## config.mk

```make
export PLATFORM = sky130hd
export DESIGN_NAME = regfile_wb_arbiter
export DESIGN_NICKNAME = d
export VERILOG_FILES = /design/src/rtl/regfile_wb_arbiter.sv
export SDC_FILE = /design/constraint.sdc
export NUM_CORES = 1
export LEC_CHECK = 0
export CAP_MARGIN = 40
export CORE_UTILIZATION = 47
export CTS_CLUSTER_DIAMETER = 120
export DETAILED_ROUTE_END_ITERATION = 6
export PLACE_DENSITY = 0.95
export SLEW_MARGIN = 10
export SYNTH_ARGS = -nofsm -noshare
export SYNTH_HDL_FRONTEND = slang
export SYNTH_SLANG_ARGS = --single-unit
export TNS_END_PERCENT = 50
```

## constraint.sdc

```tcl
create_clock -name clk -period 10.08 [get_ports clk]
set_input_delay 3.024 -clock clk [delete_from_list [all_inputs] [get_ports clk]]
set_output_delay 3.024 -clock clk [all_outputs]
set_load 0.01 [all_outputs]
```

## src/rtl/regfile_wb_arbiter.sv

```systemverilog
// Write-back arbiter: independent GPR/FPR round-robin arbitration onto registered write ports.
// Define REGFILE_WB_ARB_FIXED_PRIO_EN for fixed lowest-index priority without pointers.
module regfile_wb_arbiter #(
   parameter int NUM_SRC = 4
) (
   input  logic                  clk,
   input  logic                  reset,
   input  logic [NUM_SRC-1:0]    src_valid,
   output logic [NUM_SRC-1:0]    src_ready,
   input  logic [NUM_SRC-1:0]    src_fpr,
   input  logic [5*NUM_SRC-1:0]  src_addr,
   input  logic [32*NUM_SRC-1:0] src_data,
   output logic                  gpr_write_en,
   output logic [4:0]            gpr_write_addr,
   output logic [31:0]           gpr_write_data,
   output logic                  fpr_write_en,
   output logic [4:0]            fpr_write_addr,
   output logic [31:0]           fpr_write_data,
   output logic                  conflict
);

   localparam int PW = (NUM_SRC > 1) ? $clog2(NUM_SRC) : 1;

   typedef struct packed {
      logic          hit;
      logic [PW-1:0] idx;
   } pick_t;

   // First member of set at or after ptr, wrapping modulo NUM_SRC.
   function automatic pick_t pick(input logic [NUM_SRC-1:0] set, input logic [PW-1:0] ptr);
      pick_t r;
      int    j;
      r = '0;
      for (int k = 0; k < NUM_SRC; k++) begin
         j = (int'(ptr) + k) % NUM_SRC;
         if (!r.hit && set[j]) begin
            r.hit = 1'b1;
            r.idx = PW'(j);
         end
      end
      return r;
   endfunction

   function automatic logic multi(input logic [NUM_SRC-1:0] set);
      return |(set & (set - NUM_SRC'(1)));
   endfunction

   logic [NUM_SRC-1:0] gpr_set;
   logic [NUM_SRC-1:0] fpr_set;
   logic [PW-1:0]      gpr_ptr;
   logic [PW-1:0]      fpr_ptr;
   pick_t              gpr_pick;
   pick_t              fpr_pick;
   logic [4:0]         gpr_sel_addr;
   logic [31:0]        gpr_sel_data;
   logic [4:0]         fpr_sel_addr;
   logic [31:0]        fpr_sel_data;

   assign gpr_set  = src_valid & ~src_fpr;
   assign fpr_set  = src_valid & src_fpr;
   assign gpr_pick = pick(gpr_set, gpr_ptr);
   assign fpr_pick = pick(fpr_set, fpr_ptr);

   assign gpr_sel_addr = src_addr[5*int'(gpr_pick.idx) +: 5];
   assign gpr_sel_data = src_data[32*int'(gpr_pick.idx) +: 32];
   assign fpr_sel_addr = src_addr[5*int'(fpr_pick.idx) +: 5];
   assign fpr_sel_data = src_data[32*int'(fpr_pick.idx) +: 32];

   always_comb begin
      src_ready = '0;
      if (gpr_pick.hit) src_ready[gpr_pick.idx] = 1'b1;
      if (fpr_pick.hit) src_ready[fpr_pick.idx] = 1'b1;
   end

`ifdef REGFILE_WB_ARB_FIXED_PRIO_EN
   assign gpr_ptr = '0;
   assign fpr_ptr = '0;
`else
   function automatic logic [PW-1:0] next_ptr(input logic [PW-1:0] idx);
      return (idx == PW'(NUM_SRC-1)) ? '0 : idx + PW'(1);
   endfunction

   always_ff @(posedge clk or posedge reset) begin
      if (reset) begin
         gpr_ptr <= '0;
         fpr_ptr <= '0;
      end else begin
         if (gpr_pick.hit) gpr_ptr <= next_ptr(gpr_pick.idx);
         if (fpr_pick.hit) fpr_ptr <= next_ptr(fpr_pick.idx);
      end
   end
`endif

   // A grant to GPR $zero is consumed but never strobed into the file.
   always_ff @(posedge clk or posedge reset) begin
      if (reset) begin
         gpr_write_en   <= 1'b0;
         gpr_write_addr <= '0;
         gpr_write_data <= '0;
         fpr_write_en   <= 1'b0;
         fpr_write_addr <= '0;
         fpr_write_data <= '0;
         conflict       <= 1'b0;
      end else begin
         gpr_write_en <= gpr_pick.hit && (gpr_sel_addr != 5'd0);
         fpr_write_en <= fpr_pick.hit;
         if (gpr_pick.hit) begin
            gpr_write_addr <= gpr_sel_addr;
            gpr_write_data <= gpr_sel_data;
         end
         if (fpr_pick.hit) begin
            fpr_write_addr <= fpr_sel_addr;
            fpr_write_data <= fpr_sel_data;
         end
         conflict <= multi(gpr_set) | multi(fpr_set);
      end
   end

endmodule

```

==> results.ini, run 1 <==
[sta]
finalHoldViolCount=0
timing.hold.ws_ns=0.482
finalCriticalPeriod_ns=8.91
slew_headroom=0.422
finalClockSkew_ns=0.00930
setup_ws_ns=1.17
worst_pin_slew_ns=0.867
clock.fmax_mhz=112
rsz0062_at_grt=no
setup_viol=0
fin_crit_sh=0.883
slew_viol_final=0
setup_tns_ns=0

[clock_tree]
cts_setup_buffers=0
cts-htree-levels=3
cts_tree=done
cts.sinks=81
cts-buffers-inserted=9
max-clock-path-buffers=2
worstSkewPairLatency_ns=0.34
cts_root_buf=clkbuf_16
post_cts_resized=0
path_clk_slew_ns=0.05
holdBufCountCts=0

[logic_synthesis]
synthTopCellsByArea=dfrtp_1, mux2i_1, a211oi_1, mux2_2, nor2b_1
async_flop_share=1.00
yosysMostFrequentCell=mux2i_1
avgSynthCellArea_um2=9.67
synth_top_area_frac=0.358
synth_fp_nets=751
synth-seq-area-share=0.358
synth-seq-cells=81
synth_ff_type=dfrtp_1
synth_area_leader_cell=dfrtp_1
synth-simple-area-share=0.128
synth-compound-area-share=0.180
synth.distinct_cells=44
muxShareOfSynthArea=0.250
synth_top_family_by_area=multiplexers
synth_area_um2=5660
synth_cells=585
synth_edf_count=0
synth.top_cells.by_count=mux2i_1, dfrtp_1, a211oi_1, nand2_1, nor2_1
ys_warn_count=0
synth_fa_ha_area_frac=0.0195
synth-xor-area-share=0

[outcome]
status=finished, violations left
violations=design-rule violations

[placement]
portBuffers=238
hpwl_um=13500
gp_congestion=0.938
dp_slack_ns=1.20
place_area_um2=8030

[detailed_routing]
drc=15
wirelength_um=18300
ant_nets=0
vias=5604
wire_per_inst_um=19.3
drt_pass1_iterations=7
via_per_inst=5.92
drtIter0Drc=415

[floorplanning]
die_width_um=112
initial_utilization=0.489
fp.dieH_um=112
rows=39
coreArea_um2=11600
die_area_um2=12500
io-pin-count=239

[critical_path]
critPathKind=input pin to output port
cp_data_arrival_time_ns=5.88
cp-start-kind=input pin
path_max_fanout=19
r2r_cells=7
cp-end-kind=output port
reg2reg_slack_ns=7.15
crit_required_ns=7.06

[layout]
final_area_um2=8360
fill_cells=804
n_antenna_cell=0
seqCellArea_um2=2030
drive_gt1_frac=0.0833
nets=966
syn2layout_area_growth_pct=47.9
multiInputGateArea_um2=3280

[grt]
antenna_found_initial=0
grt_overflow=0
grt_max_degree=73
track_usage=0.295
grt_pass1_vias=5850
grt_pass1_wl_um=29200

[pwr]
power.density_nw_per_um2=179
vdd_drop_max_mv=0.0797
p_leak_nw=3.57

[run]
maxCapViolations=0

[worst_hold_path]
hp-class=flip-flop to flip-flop
holdPathStages=2

per-stage QoR:
stage	power (mW)	cells	utilization
detailed placement	1.13	932	0.695
global route	1.57	947	0.723
finish	1.49	947	0.723
floorplan	0.820	585	-
CTS	1.50	947	0.723
global placement	1.10	930	0.691
cell usage in the layout (no fill, tap or decap), drive strengths merged, types with 2 or more instances in the layout:
cell / count
a211oi: 70
a21oi: 6
a22o: 4
a22oi: 2
and2: 2
buf: 10
bufinv: 2
clkbuf: 13
clkdlybuf4s50: 238
dfrtp: 81
ha: 8
inv: 14
mux2: 34
mux2i: 103
nand2: 55
nand2b: 3
nand3: 8
nor2: 41
nor2b: 37
nor3: 2
o211a: 4
o211ai: 8
o21a: 2
o21ai: 36
o31ai: 8
flip-flops by register name, summed over array words and instances (netlist names):
signal,cells
conflict,1
fpr_ptr,2
fpr_write_addr,5
fpr_write_data,32
fpr_write_en,1
gpr_ptr,2
gpr_write_addr,5
gpr_write_data,32
gpr_write_en,1
power by group:
part           internal [mW]  switching [mW]
combinational          0.349           0.312
sequential             0.413          0.0587
clock                  0.236           0.126
total                  0.998           0.496
per-layer routing:
metal  wire length, um  part of all wire  global-route usage  vias up
met5                 0                 0                   0        -
met4               709             0.039               0.156        0
met3              1240             0.068              0.0621       58
met2              9250              0.51               0.531      266
met1              7090              0.39               0.326     2704
li1                  -                 -                   -     2576
logic make-up (layout without fill, tap and decap cells):
kind of cell,Yosys count,count (layout)
compound gates,146,146
flops,81,81
buf+inv,59,278
mux,137,137
fa+ha+maj,9,9
simple gates,153,153
final timing paths:
check                                              startpoint                             end
min in group asynchronous                               reset  gpr_write_data[14]$_DFFE_PP0P_
max in group asynchronous                               reset          gpr_write_en$_DFF_PP0_
worst max-delay path                             src_valid[2]                    src_ready[0]
worst min-delay path            gpr_write_data[7]$_DFFE_PP0P_   gpr_write_data[7]$_DFFE_PP0P_
worst min register to register  gpr_write_data[7]$_DFFE_PP0P_   gpr_write_data[7]$_DFFE_PP0P_
worst max register to register         fpr_ptr[1]$_DFFE_PP0N_  fpr_write_data[28]$_DFFE_PP0N_
critical path, cell delays in order:
cell             delay, ns
clkdlybuf4s50_1       0.53
nor2b_1               0.40
o221ai_2              0.29
nor3_4                0.20
buf_4                 0.32
inv_2                 0.16
ha_1                  0.23
a22o_1                0.23
clkdlybuf4s50_1       0.49
cell type report:
class / instances / share of cell area
Tap cell: 143 / 0.0214
Timing Repair Buffer: 248 / 0.297
Clock buffer: 13 / 0.0323
Multi-Input combinational cell: 445 / 0.392
Clock inverter: 2 / 0.00718
Sequential cell: 81 / 0.242
Inverter: 15 / 0.00838
(Power assumes the default switching activity.)
==> run 2: changes to the inputs <==
- CORE_MARGIN: not set -> 2
- CORE_UTILIZATION: 47 -> 48
- CTS_BUF_LIST: not set -> sky130_fd_sc_hd__clkbuf_4 sky130_fd_sc_hd__clkbuf_8
- HOLD_SLACK_MARGIN: not set -> 0.03
==> results.ini, run 2 (synthesis gave the netlist of run 1 again) <==
[detailed_routing]
ant_nets=0
drtIter0Drc=469
drc=0
vias=5599
drt_pass1_iterations=5
wirelength_um=18900
wire_per_inst_um=19.9
via_per_inst=5.90

[clock_tree]
path_clk_slew_ns=0.08
cts-htree-levels=3
cts-buffers-inserted=9
post_cts_resized=0
cts_root_buf=clkbuf_8
cts_tree=done
cts.sinks=81
worstSkewPairLatency_ns=0.38
holdBufCountCts=0
cts_setup_buffers=0
max-clock-path-buffers=2

[layout]
n_antenna_cell=0
nets=967
syn2layout_area_growth_pct=45.7
utilization=0.719
largestRegisters=fpr_write_data: 32 flops, gpr_write_data: 32 flops
fill_cells=819
drive_gt1_frac=0.0868
layout_commonest_cell=clkdlybuf4s50_1
final_cell_mix=clkdlybuf4s50_1, mux2i_1, dfrtp_1

[pwr]
p_leak_nw=3.51
vdd_drop_max_mv=0.170
power.density_nw_per_um2=167

[sta]
finalCriticalPeriod_ns=9.06
finalClockSkew_ns=0.00835
rsz0062_at_grt=no
fin_crit_sh=0.899
slew_headroom=0.418
clock.fmax_mhz=110
worst_pin_slew_ns=0.872
finalHoldViolCount=0
setup_tns_ns=0
setup_viol=0
slew_viol_final=0

[outcome]
status=complete, no violations

[critical_path]
critPathKind=input pin to output port
reg2reg_slack_ns=7.25
cp-end-kind=output port
path_max_fanout=13
cp_data_arrival_time_ns=6.04
crit_required_ns=7.06
cp-start-kind=input pin

[floorplanning]
fp.dieH_um=113
die_width_um=113
io-pin-count=239
rows=39
coreArea_um2=11500
die_area_um2=12700
initial_utilization=0.493

[grt]
track_usage=0.298
grt_overflow=0
grt_busiest_layer=met2
use_met1=0.347
grt_pass1_wl_um=30100
grt_max_degree=73
grt_pass1_vias=5853
use_met2=0.520
antenna_found_initial=0
grtUsageMet3=0.0670

[placement]
gp_congestion=0.853
hpwl_um=13800
portBuffers=238

[worst_hold_path]
hp-class=flip-flop to flip-flop

[run]
maxCapViolations=0

## run 2: changes by cell type in the layout (fill, tap and decap cells not counted)
cell and change:
clkinvlp_4 +1, buf_4 +1, clkbuf_4 +2, clkbuf_16 -9, bufinv_16 -2, clkbuf_8 +10
clkbuf_1 -1
## run 2: critical path: stages
cell             delay (ns)
clkdlybuf4s50_1        0.53
nor2b_1                0.39
o221ai_2               0.30
nor3_4                 0.62
inv_2                  0.21
ha_1                   0.24
a22o_1                 0.22
clkdlybuf4s50_1        0.48
## run 2: power by group
part | internal, mW | total, mW | switching [mW]
logic | 0.350 | 0.663 | 0.313
registers | 0.412 | 0.469 | 0.0567
clock network | 0.122 | 0.246 | 0.124
## run 2: final timing paths
kind                                                start                             end  cells past startpoint
max                                          src_valid[2]                    src_ready[0]                      8
min                        gpr_write_data[14]$_DFFE_PP0P_  gpr_write_data[14]$_DFFE_PP0P_                      2
max reg2reg                        fpr_ptr[1]$_DFFE_PP0N_  fpr_write_data[21]$_DFFE_PP0N_                      8
min reg2reg                gpr_write_data[14]$_DFFE_PP0P_  gpr_write_data[14]$_DFFE_PP0P_                      2
max in group asynchronous                           reset   fpr_write_addr[2]$_DFFE_PP0N_                      4
min in group asynchronous                           reset  gpr_write_data[12]$_DFFE_PP0P_                      3
## run 2: metal layers
layer | routed length (um) | vias up
met1 | 7340 | 2699
met4 | 679 | 0
met5 | 0 | -
met2 | 9550 | 278
met3 | 1350 | 51
li1 | - | 2571
## run 2: metrics by stage
stage | std cells | worst slack (ns) | instance area (um2) | hold slack (ns) | power (mW)
after detailed placement | 933 | 1.04 | 8040 | 0.475 | 1.13
after global placement | 931 | 1.11 | 8000 | 0.460 | 1.11
after floorplan | 585 | 2.37 | 5660 | 0.507 | 0.820
after global routing | 949 | 0.781 | 8240 | 0.525 | 1.46
after CTS | 949 | 1.02 | 8240 | 0.495 | 1.38
final | 949 | 1.02 | 8240 | 0.492 | 1.38
## run 2: cell type report
type	instances	area [um2]	share of cell area
clock buffers	15	194	0.0235
flip-flops and latches	81	2030	0.246
repair buffers	249	2490	0.302
inverters	15	70.1	0.00850
multi-input cells	445	3280	0.398
well taps	143	179	0.0217
clock inverters	1	7.51	0.000911
==> run 3: changes to the inputs <==
- CTS_CLUSTER_DIAMETER: 120 -> not set
- GPL_ROUTABILITY_DRIVEN: not set -> 1
==> results of run 3 <==
The final DEF is identical to that of run 2; final timing and power are the same.
